==> src/rtl/fetch_pc_ctrl_pkg.sv <==
// Shared types and constants for the fetch PC controller: FSM states,
// default address map and the exception vector.
package fetch_pc_ctrl_pkg;

  typedef enum logic {
    RUN  = 1'b0,
    HELD = 1'b1
  } state_t;

  localparam logic [31:0] DEFAULT_RESET_PC = 32'h0000_3000;
  localparam logic [31:0] DEFAULT_TEXT_END = 32'h0000_6FFC;
  localparam logic [31:0] EXC_VECTOR       = 32'h0000_4180;

  function automatic logic [31:0] word_align(input logic [31:0] addr);
    return addr & ~32'd3;
  endfunction

endpackage

==> src/rtl/fetch_pc_ctrl_if.sv <==
// Fetch-control bus: hazard/decode requests in, fetch address and status out.
// Exception signals exist only when FETCH_PC_CTRL_EXC_EN is defined.
interface fetch_pc_ctrl_if;

  logic        stall;
  logic        redirect_valid;
  logic [31:0] redirect_target;
  logic [31:0] pc;
  logic [31:0] pc4;
  logic        if_valid;
  logic [31:0] fetch_count;
  logic        state_o;
`ifdef FETCH_PC_CTRL_EXC_EN
  logic        exc_req;
  logic        eret_req;
  logic [31:0] epc_in;
  logic        fetch_adel;
`endif

  modport master (
    output stall, redirect_valid, redirect_target,
`ifdef FETCH_PC_CTRL_EXC_EN
    output exc_req, eret_req, epc_in,
    input  fetch_adel,
`endif
    input  pc, pc4, if_valid, fetch_count, state_o
  );

  modport slave (
    input  stall, redirect_valid, redirect_target,
`ifdef FETCH_PC_CTRL_EXC_EN
    input  exc_req, eret_req, epc_in,
    output fetch_adel,
`endif
    output pc, pc4, if_valid, fetch_count, state_o
  );

endinterface

==> src/rtl/fetch_pc_ctrl_npc_sel.sv <==
// Next-PC mux, purely combinational (zero latency).
// Stall holds the current pc; exception/eret, when built in, override stall.
module npc_sel
  import fetch_pc_ctrl_pkg::*;
(
  input  logic [31:0] pc,
  input  logic [31:0] pc4,
  input  state_t      state,
  input  logic [31:0] pend_tgt,
  input  logic        stall,
  input  logic        redirect_valid,
  input  logic [31:0] redirect_target,
`ifdef FETCH_PC_CTRL_EXC_EN
  input  logic        exc_req,
  input  logic        eret_req,
  input  logic [31:0] epc_in,
`endif
  output logic [31:0] npc
);

  always_comb begin
    npc = pc4;
`ifdef FETCH_PC_CTRL_EXC_EN
    if (exc_req) begin
      npc = EXC_VECTOR;
    end else if (eret_req) begin
      npc = epc_in;
    end else
`endif
    if (stall) begin
      npc = pc;
    end else if (redirect_valid) begin
      // A fresh redirect at release beats the older pending target.
      npc = redirect_target;
    end else if (state == HELD) begin
      npc = pend_tgt;
    end
  end

endmodule

==> src/rtl/fetch_pc_ctrl.sv <==
// Fetch PC register + RUN/HELD FSM; redirect reaches pc one clock after an unstalled redirect_valid.
// Stall freezes pc and defers redirects; FETCH_PC_CTRL_EXC_EN adds exc/eret loading and fetch_adel.
module fetch_pc_ctrl
  import fetch_pc_ctrl_pkg::*;
#(
  parameter logic [31:0] RESET_PC = DEFAULT_RESET_PC,
  parameter logic [31:0] TEXT_END = DEFAULT_TEXT_END
) (
  input logic            clk,
  input logic            reset,
  fetch_pc_ctrl_if.slave bus
);

  if (TEXT_END < RESET_PC) begin : g_bad_map
    $error("fetch_pc_ctrl: TEXT_END below RESET_PC");
  end

  state_t      state;
  state_t      state_nxt;
  logic [31:0] pc_q;
  logic [31:0] pc_nxt;
  logic [31:0] pc4;
  logic [31:0] pend_tgt;
  logic [31:0] pend_nxt;
  logic [31:0] fetch_cnt;
  logic [31:0] tgt_eff;
  logic        exc_take;
  logic        if_valid;

`ifdef FETCH_PC_CTRL_EXC_EN
  assign tgt_eff  = bus.redirect_target;
  assign exc_take = bus.exc_req | bus.eret_req;
  assign bus.fetch_adel = (pc_q[1:0] != 2'b00) || (pc_q < RESET_PC) || (pc_q > TEXT_END);
`else
  // Without address-error reporting, never fetch from a misaligned target.
  assign tgt_eff  = word_align(bus.redirect_target);
  assign exc_take = 1'b0;
`endif

  assign pc4      = pc_q + 32'd4;
  assign if_valid = ~bus.stall;

  npc_sel u_npc_sel (
    .pc              (pc_q),
    .pc4             (pc4),
    .state           (state),
    .pend_tgt        (pend_tgt),
    .stall           (bus.stall),
    .redirect_valid  (bus.redirect_valid),
    .redirect_target (tgt_eff),
`ifdef FETCH_PC_CTRL_EXC_EN
    .exc_req         (bus.exc_req),
    .eret_req        (bus.eret_req),
    .epc_in          (bus.epc_in),
`endif
    .npc             (pc_nxt)
  );

  always_comb begin
    state_nxt = state;
    pend_nxt  = pend_tgt;
    if (exc_take) begin
      state_nxt = RUN;
    end else if (bus.stall) begin
      // Latest redirect seen during a stall wins.
      if (bus.redirect_valid) begin
        pend_nxt  = tgt_eff;
        state_nxt = HELD;
      end
    end else begin
      state_nxt = RUN;
    end
  end

  always_ff @(posedge clk) begin
    if (reset) begin
      pc_q      <= RESET_PC;
      state     <= RUN;
      pend_tgt  <= 32'd0;
      fetch_cnt <= 32'd0;
    end else begin
      pc_q     <= pc_nxt;
      state    <= state_nxt;
      pend_tgt <= pend_nxt;
      if (if_valid) begin
        fetch_cnt <= fetch_cnt + 32'd1;
      end
    end
  end

  assign bus.pc          = pc_q;
  assign bus.pc4         = pc4;
  assign bus.if_valid    = if_valid;
  assign bus.fetch_count = fetch_cnt;
  assign bus.state_o     = state;

endmodule

==> src/flat_wrapper.sv <==
// flat-port wrapper written by rule: the top's interface ports become plain ports
module fetch_pc_ctrl_flat import fetch_pc_ctrl_pkg::*;
#(
  parameter logic [31:0] RESET_PC = DEFAULT_RESET_PC,
  parameter logic [31:0] TEXT_END = DEFAULT_TEXT_END
)
  (clk, reset, bus_stall, bus_redirect_valid, bus_redirect_target, bus_pc, bus_pc4, bus_if_valid, bus_fetch_count, bus_state_o);
  fetch_pc_ctrl_if bus_i ();
  input logic clk;
  input logic reset;
  input wire logic [$bits(bus_i.stall)-1:0] bus_stall;
  input wire logic [$bits(bus_i.redirect_valid)-1:0] bus_redirect_valid;
  input wire logic [$bits(bus_i.redirect_target)-1:0] bus_redirect_target;
  output wire logic [$bits(bus_i.pc)-1:0] bus_pc;
  output wire logic [$bits(bus_i.pc4)-1:0] bus_pc4;
  output wire logic [$bits(bus_i.if_valid)-1:0] bus_if_valid;
  output wire logic [$bits(bus_i.fetch_count)-1:0] bus_fetch_count;
  output wire logic [$bits(bus_i.state_o)-1:0] bus_state_o;
  assign bus_i.stall = bus_stall;
  assign bus_i.redirect_valid = bus_redirect_valid;
  assign bus_i.redirect_target = bus_redirect_target;
  assign bus_pc = bus_i.pc;
  assign bus_pc4 = bus_i.pc4;
  assign bus_if_valid = bus_i.if_valid;
  assign bus_fetch_count = bus_i.fetch_count;
  assign bus_state_o = bus_i.state_o;
  fetch_pc_ctrl #(.RESET_PC(RESET_PC), .TEXT_END(TEXT_END)) u_core (.clk(clk), .reset(reset), .bus(bus_i));
endmodule
==> config.mk <==
export PLATFORM = sky130hd
export DESIGN_NAME = fetch_pc_ctrl_flat
export DESIGN_NICKNAME = d
export VERILOG_FILES = /design/src/rtl/fetch_pc_ctrl_pkg.sv /design/src/rtl/fetch_pc_ctrl_if.sv /design/src/rtl/fetch_pc_ctrl_npc_sel.sv /design/src/rtl/fetch_pc_ctrl.sv /design/src/flat_wrapper.sv
export SDC_FILE = /design/constraint.sdc
export NUM_CORES = 1
export LEC_CHECK = 0
export ABC_CLOCK_PERIOD_IN_PS = 5090
export BUFFER_PORTS_ARGS = -buffer_cell sky130_fd_sc_hd__buf_2
export CORE_ASPECT_RATIO = 1.25
export CORE_UTILIZATION = 30
export DETAILED_ROUTE_END_ITERATION = 8
export PLACE_DENSITY = 0.48
export SETUP_SLACK_MARGIN = 0.15
export SYNTH_ARGS = -nofsm -noshare
export SYNTH_HDL_FRONTEND = slang
export SYNTH_SLANG_ARGS = --single-unit
==> constraint.sdc <==
create_clock -name clk -period 5.09 [get_ports clk]
set_clock_uncertainty 0.1 [all_clocks]
set_input_delay 0.7635 -clock clk [delete_from_list [all_inputs] [get_ports clk]]
set_output_delay 0.7635 -clock clk [all_outputs]
set_load 0.05 [all_outputs]
==> flow_metrics.env, run 1 <==
export IMPL_clockRootBuffer="clkbuf_16"
export IMPL_numCtsBuffers=9
export IMPL_reg2reg_to="u_core.bus.fetch_count[30]$_SDFFE_PP0N_"
export IMPL_drive_gt1_frac=0.225
export IMPL_grt_overflow=0
export IMPL_cp_max_fo=10
export IMPL_p_seq_frac=0.426
export IMPL_path_cells="ha_1, nand2_1, nor4_1, and3_1, xor2_1, buf_2"
export IMPL_min_period_over_period=0.670
export IMPL_postCtsHoldBufs=0
export IMPL_path_clk_slew_ns=0.07
export IMPL_p_sw_frac=0.303
export IMPL_die_h_um=146
export IMPL_wl_mm=15.6
export IMPL_synth_ff_type="dfxtp_1"
export IMPL_finalWeightedCongestion=0.793
export IMPL_p_leak_nw=2.47
export IMPL_synth_edf_count=0
export IMPL_rrSetupSlack_ns=2.78
export IMPL_max_cap_violations=0
export IMPL_cts_tree="yes"
export IMPL_crit_start="u_core.bus.pc[2]$_SDFFE_PP0N_"
export IMPL_peakVddDrop_mv=0.106
export IMPL_rows=52
export IMPL_syn_avg_cell_area_um2=7.93
export IMPL_fmax_mhz=293
export IMPL_core_um2=16200
export IMPL_min_period_ns=3.41
export IMPL_cts_setup_buffers=0
export IMPL_ant_nets=0
export IMPL_ioPinCount=134
export IMPL_clockBufferDepth=2
export IMPL_final_util=0.374
export IMPL_dr_pass1_iters=5
export IMPL_layout_nets=767
export IMPL_port_buffers=127
export IMPL_hold_path_class="reg2reg"
export IMPL_hold_viol_final=0
export IMPL_slew_violations=0
export IMPL_p_per_area_nw_per_um2=306
export IMPL_wl_per_cell_um=16.4
export IMPL_clkLatencyLatePin_ns=0.35
export IMPL_die_area_um2=17100
export IMPL_critPathArrivalTime_ns=2.55
export IMPL_tightest_slew_ns=1.10
export IMPL_hold_depth=2
export IMPL_drc=0
export IMPL_p_switching_w=0.000561
export IMPL_grt_first_pass_wirelength_mm=24.5
export IMPL_initial_core_util=0.307
export IMPL_rsz0062_at_grt="false"
export IMPL_critPathKind="reg2out"
export IMPL_drtIter0Drc=290
export IMPL_viasPerCell=5.19
export IMPL_area_growth_pct=21.8
export IMPL_cpPeakStageDelay_ns=0.49
export IMPL_power_internal_w=0.00129
export IMPL_start_kind="flop"
export IMPL_async_reset_ff_frac=0
export IMPL_yosysTopAreaCellShare=0.374
export IMPL_r2r_start="u_core.bus.fetch_count[8]$_SDFFE_PP0N_"
export IMPL_power_frac_comb=0.167
export IMPL_grt_pass1_vias=4547
export IMPL_synth_cell_types=66
export IMPL_grt_max_degree=78
export IMPL_clockPowerShare=0.407
export IMPL_vias=4938
export IMPL_cp_end_kind="output port"
export IMPL_htree_levels=3
export IMPL_n_fill_cell=1731
export IMPL_timing_setup_tns_ns=0
export IMPL_antenna_found_initial=1
export IMPL_yosys_top_cells_area="dfxtp_1 37%, nand2_1 7.3%, xnor2_1 6.7%, a21oi_1 5.8%, nor2_1 4.4%"
export IMPL_place_hpwl_mm=11.0
export IMPL_multi_input_area_um2=2850
export IMPL_clkSinkCount=93
export IMPL_status="complete, no violations"
export IMPL_post_cts_resize_count=0
export IMPL_r2r_cells=5
export IMPL_ys_seq_area_frac=0.374
export IMPL_setup_viol=0
export IMPL_die_x_um=117
export IMPL_synth_cells=628
export IMPL_maxSlewHeadroom=0.267
export IMPL_ys_ff_latch=93
export IMPL_seq_area_um2=1860
export IMPL_worstPathRequired_ns=4.23
export IMPL_track_usage=0.187
export IMPL_synth_top_area_cell="dfxtp_1"
export IMPL_synth_area_um2=4980
export IMPL_ys_warn_count=0
export IMPL_crit_path_top_delay_cell="dfxtp_1"
export IMPL_crit_end="bus_pc4[22]"
[kinds of logic after synthesis]
logic type               after synthesis  share of synthesized area
XOR/XNOR                              53                     0.0933
flip-flops                            93                      0.374
multiplexers                           8                     0.0161
AND/OR/NAND/NOR                      263                      0.266
adder cells (fa/ha/maj)                2                    0.00503
buffers and inverters                 64                     0.0561
AO/OA/AOI/OAI                        144                      0.188
other                                  1                   0.000753
[final cells by class]
cell class | count | share of cell area
Timing Repair Buffer | 133 | 0.112
Sequential cell | 93 | 0.307
Tap cell | 216 | 0.0446
Multi-Input combinational cell | 474 | 0.470
Antenna cell | 2 | 0.000826
Clock buffer | 12 | 0.0423
Clock inverter | 4 | 0.0116
Inverter | 18 | 0.0111
[placed cells by master (no fill, tap or decap), types with 3 or more instances in the layout]
cell type,instances
buf_2,127
nand2_1,97
dfxtp_1,93
a21oi_1,58
nor2_1,57
xnor2_1,38
nand3_1,25
o21ai_0,22
inv_1,16
xor2_1,15
nand4_1,13
nor4_1,12
nor3_1,11
and2_1,9
or3_1,9
clkbuf_16,9
and4_1,8
mux2i_1,8
a22o_1,8
a31oi_1,6
buf_4,6
o22ai_1,5
a22oi_1,4
a221oi_1,4
a211oi_1,4
o211ai_1,4
conb_1,4
a41oi_1,3
o2bb2ai_1,3
o221a_2,3
o211a_1,3
[state kept, by name (all words and copies together), names as in the netlist]
name / cells
u_core.bus.fetch_count: 32
u_core.bus.pc: 30
u_core.bus.state_o: 1
u_core.pend_tgt: 30
[synthesized netlist by cell type (12+ instances only)]
master and n:
xor2_1 15, nand4_1 13, a21oi_1 58, nor4_1 12, inv_1 16, nand3_1 25
nand2_1 97, xnor2_1 38, clkbuf_1 26, dfxtp_1 93, o21ai_0 22, nor2_1 58
[per-stage QoR]
stage / setup slack [ns] / hold WS (ns) / total power [W] / area [µm²] / instances
final: 1.68 / 0.355 / 0.00185 / 6060 / 952
after global routing: 1.50 / 0.377 / 0.00193 / 6060 / 950
after CTS: 1.63 / 0.356 / 0.00187 / 6060 / 950
after detailed placement: 2.02 / 0.347 / 0.00112 / 5730 / 934
after global placement: 2.06 / 0.341 / 0.00111 / 5730 / 934
after floorplan: 1.62 / 0.336 / 0.00103 / 4990 / 631
[worst max-delay path: cells and delay by family (launching register included)]
family        cells  cell delay (ns)
xor+xnor          1             0.15
fa+ha+maj         1             0.47
buf+inv           1             0.28
flops             1             0.49
simple gates      3             0.79
[power groups by stage]
stage / combinational [W] / clock (W) / sequential [W]
final: 0.000309 / 0.000754 / 0.000790
after global routing: 0.000331 / 0.000808 / 0.000795
after CTS: 0.000311 / 0.000769 / 0.000790
after detailed placement: 0.000311 / 0 / 0.000806
after global placement: 0.000308 / 0 / 0.000806
after floorplan: 0.000179 / 0 / 0.000853
[worst min-delay path by stage]
stage / start / to
6_report: u_core.pend_tgt[17]$_SDFFE_PP0P_ / u_core.pend_tgt[17]$_SDFFE_PP0P_
5_1_grt: u_core.pend_tgt[27]$_SDFFE_PP0P_ / u_core.pend_tgt[27]$_SDFFE_PP0P_
4_1_cts: u_core.pend_tgt[10]$_SDFFE_PP0P_ / u_core.pend_tgt[10]$_SDFFE_PP0P_
3_5_place_dp: u_core.pend_tgt[10]$_SDFFE_PP0P_ / u_core.pend_tgt[10]$_SDFFE_PP0P_
3_3_place_gp: u_core.pend_tgt[11]$_SDFFE_PP0P_ / u_core.pend_tgt[11]$_SDFFE_PP0P_
2_1_floorplan: u_core.pend_tgt[4]$_SDFFE_PP0P_ / u_core.pend_tgt[4]$_SDFFE_PP0P_
[layer usage]
metal / wire length [µm] / track usage
met5: 0 / 0
met4: 211 / 0.0576
met3: 882 / 0.0452
met2: 7670 / 0.314
met1: 6850 / 0.233
No activity file was read; power rests on OpenSTA's default activity.
==> run 2, diff against run 1 <==
--- a/config.mk
+++ b/config.mk
@@ -5,12 +5,12 @@
 export SDC_FILE = /design/constraint.sdc
 export NUM_CORES = 1
 export LEC_CHECK = 0
-export ABC_CLOCK_PERIOD_IN_PS = 5090
+export ABC_CLOCK_PERIOD_IN_PS = 3000
 export BUFFER_PORTS_ARGS = -buffer_cell sky130_fd_sc_hd__buf_2
 export CORE_ASPECT_RATIO = 1.25
 export CORE_UTILIZATION = 30
 export DETAILED_ROUTE_END_ITERATION = 8
-export PLACE_DENSITY = 0.48
+export PLACE_DENSITY = 0.49
 export SETUP_SLACK_MARGIN = 0.15
 export SYNTH_ARGS = -nofsm -noshare
 export SYNTH_HDL_FRONTEND = slang
==> constraint.sdc (replaced) <==
create_clock -name clk -period 3 [get_ports clk]
set_clock_uncertainty 0.1 [all_clocks]
set_input_delay 0.45 -clock clk [delete_from_list [all_inputs] [get_ports clk]]
set_output_delay 0.45 -clock clk [all_outputs]
set_load 0.05 [all_outputs]
==> run 2 against run 1 <==
Sequential share of layout area down 1.3 points. Largest power group unchanged. Largest cell class unchanged. Die area is the same. Design area rose by 4.8%. Total power up 67%. Combinational power up 78%. First-iteration DRC count decreased by 8.3%.
==> flow_metrics.env, run 2 (synthesis results as in run 1) <==
export IMPL_area_growth_pct=27.7
export IMPL_place_area_um2=5980
export IMPL_cp_top_family="simple AND/OR/NAND/NOR gates"
export IMPL_wl_per_cell_um=16.4
export IMPL_drc=0
export IMPL_path_buf_inv=1
export IMPL_cp_max_fo=6
export IMPL_path_clk_slew_ns=0.07
export IMPL_cts_tree="yes"
export IMPL_r2r_cells=5
export IMPL_layout_nets=786
export IMPL_vias=4997
export IMPL_die_h_um=146
export IMPL_ioPinCount=134
export IMPL_final_common_cell="buf_2"
export IMPL_crit_path_top_delay_cell="or4_4"
export IMPL_cp_end_kind="output port"
export IMPL_grt_overflow=0
export IMPL_die_x_um=117
export IMPL_min_period_ns=2.77
export IMPL_viasPerCell=5.16
export IMPL_final_cell_mix="123 x buf_2, 96 x nand2_1, 86 x dfxtp_1"
export IMPL_status="complete, no violations"
export IMPL_rrSetupSlack_ns=0.91
export IMPL_antenna_found_initial=1
export IMPL_track_usage=0.187
export IMPL_clockRootBuffer="clkbuf_16"
export IMPL_drtIter0Drc=266
export IMPL_reg2reg_to="u_core.bus.pc[8]$_SDFFE_PP0N_"
export IMPL_p_leak_nw=2.66
export IMPL_hold_path_class="in2reg"
export IMPL_largest_reg_flops=32
export IMPL_clkSinkCount=93
export IMPL_clockBufferDepth=2
export IMPL_grt_first_pass_wirelength_mm=24.7
export IMPL_min_period_over_period=0.924
export IMPL_hold_viol_final=0
export IMPL_cpPeakStageDelay_ns=0.52
export IMPL_start_kind="flop"
export IMPL_maxSlewHeadroom=0.430
export IMPL_path_cells="and4_2, nand4_1, or4_4, xnor2_4, clkbuf_4"
export IMPL_rows=52
export IMPL_place_hpwl_mm=11.4
export IMPL_final_cell_area_um2=6350
export IMPL_initial_core_util=0.307
export IMPL_critPathArrivalTime_ns=2.22
export IMPL_die_area_um2=17100
export IMPL_port_buffers=127
export IMPL_slew_violations=0
export IMPL_rsz0062_at_grt="false"
export IMPL_htree_levels=3
export IMPL_worstPathRequired_ns=2.45
export IMPL_max_cap_violations=0
export IMPL_ant_nets=0
export IMPL_setup_viol=0
export IMPL_peakVddDrop_mv=0.204
export IMPL_min_to="u_core.pend_tgt[12]$_SDFFE_PP0P_"
export IMPL_finalWeightedCongestion=0.870
export IMPL_drive_gt1_frac=0.282
export IMPL_hp_start="bus_redirect_target[12]"
export IMPL_hold_depth=3
export IMPL_grt_max_degree=78
export IMPL_clkLatencyLatePin_ns=0.35
export IMPL_tightest_slew_ns=0.855
export IMPL_wl_mm=15.9
export IMPL_diodes=0
export IMPL_r2r_start="u_core.bus.state_o$_SDFFE_PP0P_"
export IMPL_timing_setup_tns_ns=0
export IMPL_core_um2=16200
export IMPL_p_per_area_nw_per_um2=489
export IMPL_grt_pass1_vias=4589
export IMPL_numCtsBuffers=9
export IMPL_fmax_mhz=361
export IMPL_postCtsHoldBufs=0
export IMPL_dr_pass1_iters=5
export IMPL_critPathKind="reg2out"
-- run 2: changes by cell type in the layout (fill, tap and decap cells not counted), sizes merged --
| cell | before | now |
|---|---|---|
| clkinv | 4 | 3 |
| diode | 2 | 0 |
| buf | 133 | 148 |
| bufinv | 2 | 1 |
| clkbuf | 12 | 17 |
| clkinvlp | 0 | 1 |
-- run 2: worst min-delay path: cells and delay by family --
| kind | cells | cell delay, ns |
|---|---|---|
| AO/OA/AOI/OAI | 1 | 0.05 |
| AND/OR/NAND/NOR | 1 | 0.05 |
| buffers and inverters | 1 | 0.11 |
-- run 2: cell type report --
type / count / area [µm²]
Fill cell: 1707 / 9850
Sequential cell: 93 / 1870
Multi-Input combinational cell: 474 / 3000
Clock buffer: 13 / 270
Inverter: 18 / 67.6
Timing Repair Buffer: 152 / 833
Tap cell: 216 / 270
Clock inverter: 3 / 42.5
-- run 2: routing by layer --
metal  part of all wire  track usage  up-vias
li1                   -            -     2455
met1               0.42        0.232     2364
met2               0.49        0.314      147
met3              0.059       0.0320       29
met4              0.027       0.0823        2
met5            0.00069            0        -
-- run 2: worst max-delay path by stage --
stage / slack [ns] / cells past startpoint / from / end
6_report: 0.23 / 5 / u_core.bus.pc[17]$_SDFFE_PP0N_ / bus_pc4[29]
2_1_floorplan: 0.13 / 6 / u_core.bus.pc[14]$_SDFFE_PP0N_ / bus_pc4[27]
3_3_place_gp: 0.39 / 5 / u_core.bus.pc[15]$_SDFFE_PP0N_ / bus_pc4[31]
4_1_cts: 0.16 / 5 / u_core.bus.pc[9]$_SDFFE_PP0N_ / bus_pc4[29]
5_1_grt: 0.16 / 6 / u_core.bus.pc[4]$_SDFFE_PP0N_ / bus_pc4[21]
3_5_place_dp: 0.35 / 5 / u_core.bus.pc[15]$_SDFFE_PP0N_ / bus_pc4[31]
-- run 2: what timing repair did --
item / 4_1_cts / 5_1_grt
endpoints found under the hold margin: 0 / 0
pin swaps: 1 / 0
setup buffers: 2 / 0
setup endpoints to repair: 8 / 9
resized for setup: 7 / 11
-- run 2: per-stage QoR --
stage / worst slack (ns) / total power [W] / std cells / util / hold slack, ns
final: 0.227 / 0.00310 / 969 / 0.392 / 0.250
after CTS: 0.156 / 0.00315 / 969 / 0.391 / 0.238
after global placement: 0.390 / 0.00191 / 951 / 0.369 / 0.341
after detailed placement: 0.351 / 0.00192 / 951 / 0.369 / 0.346
after floorplan: 0.131 / 0.00176 / 631 / - / 0.336
after global routing: 0.157 / 0.00323 / 969 / 0.392 / 0.255
-- run 2: where the power goes --
group / switching, W / internal, W / total [W]
registers: 0.0000587 / 0.00128 / 0.00134
logic: 0.000395 / 0.000155 / 0.000550
clock network: 0.000499 / 0.000714 / 0.00121
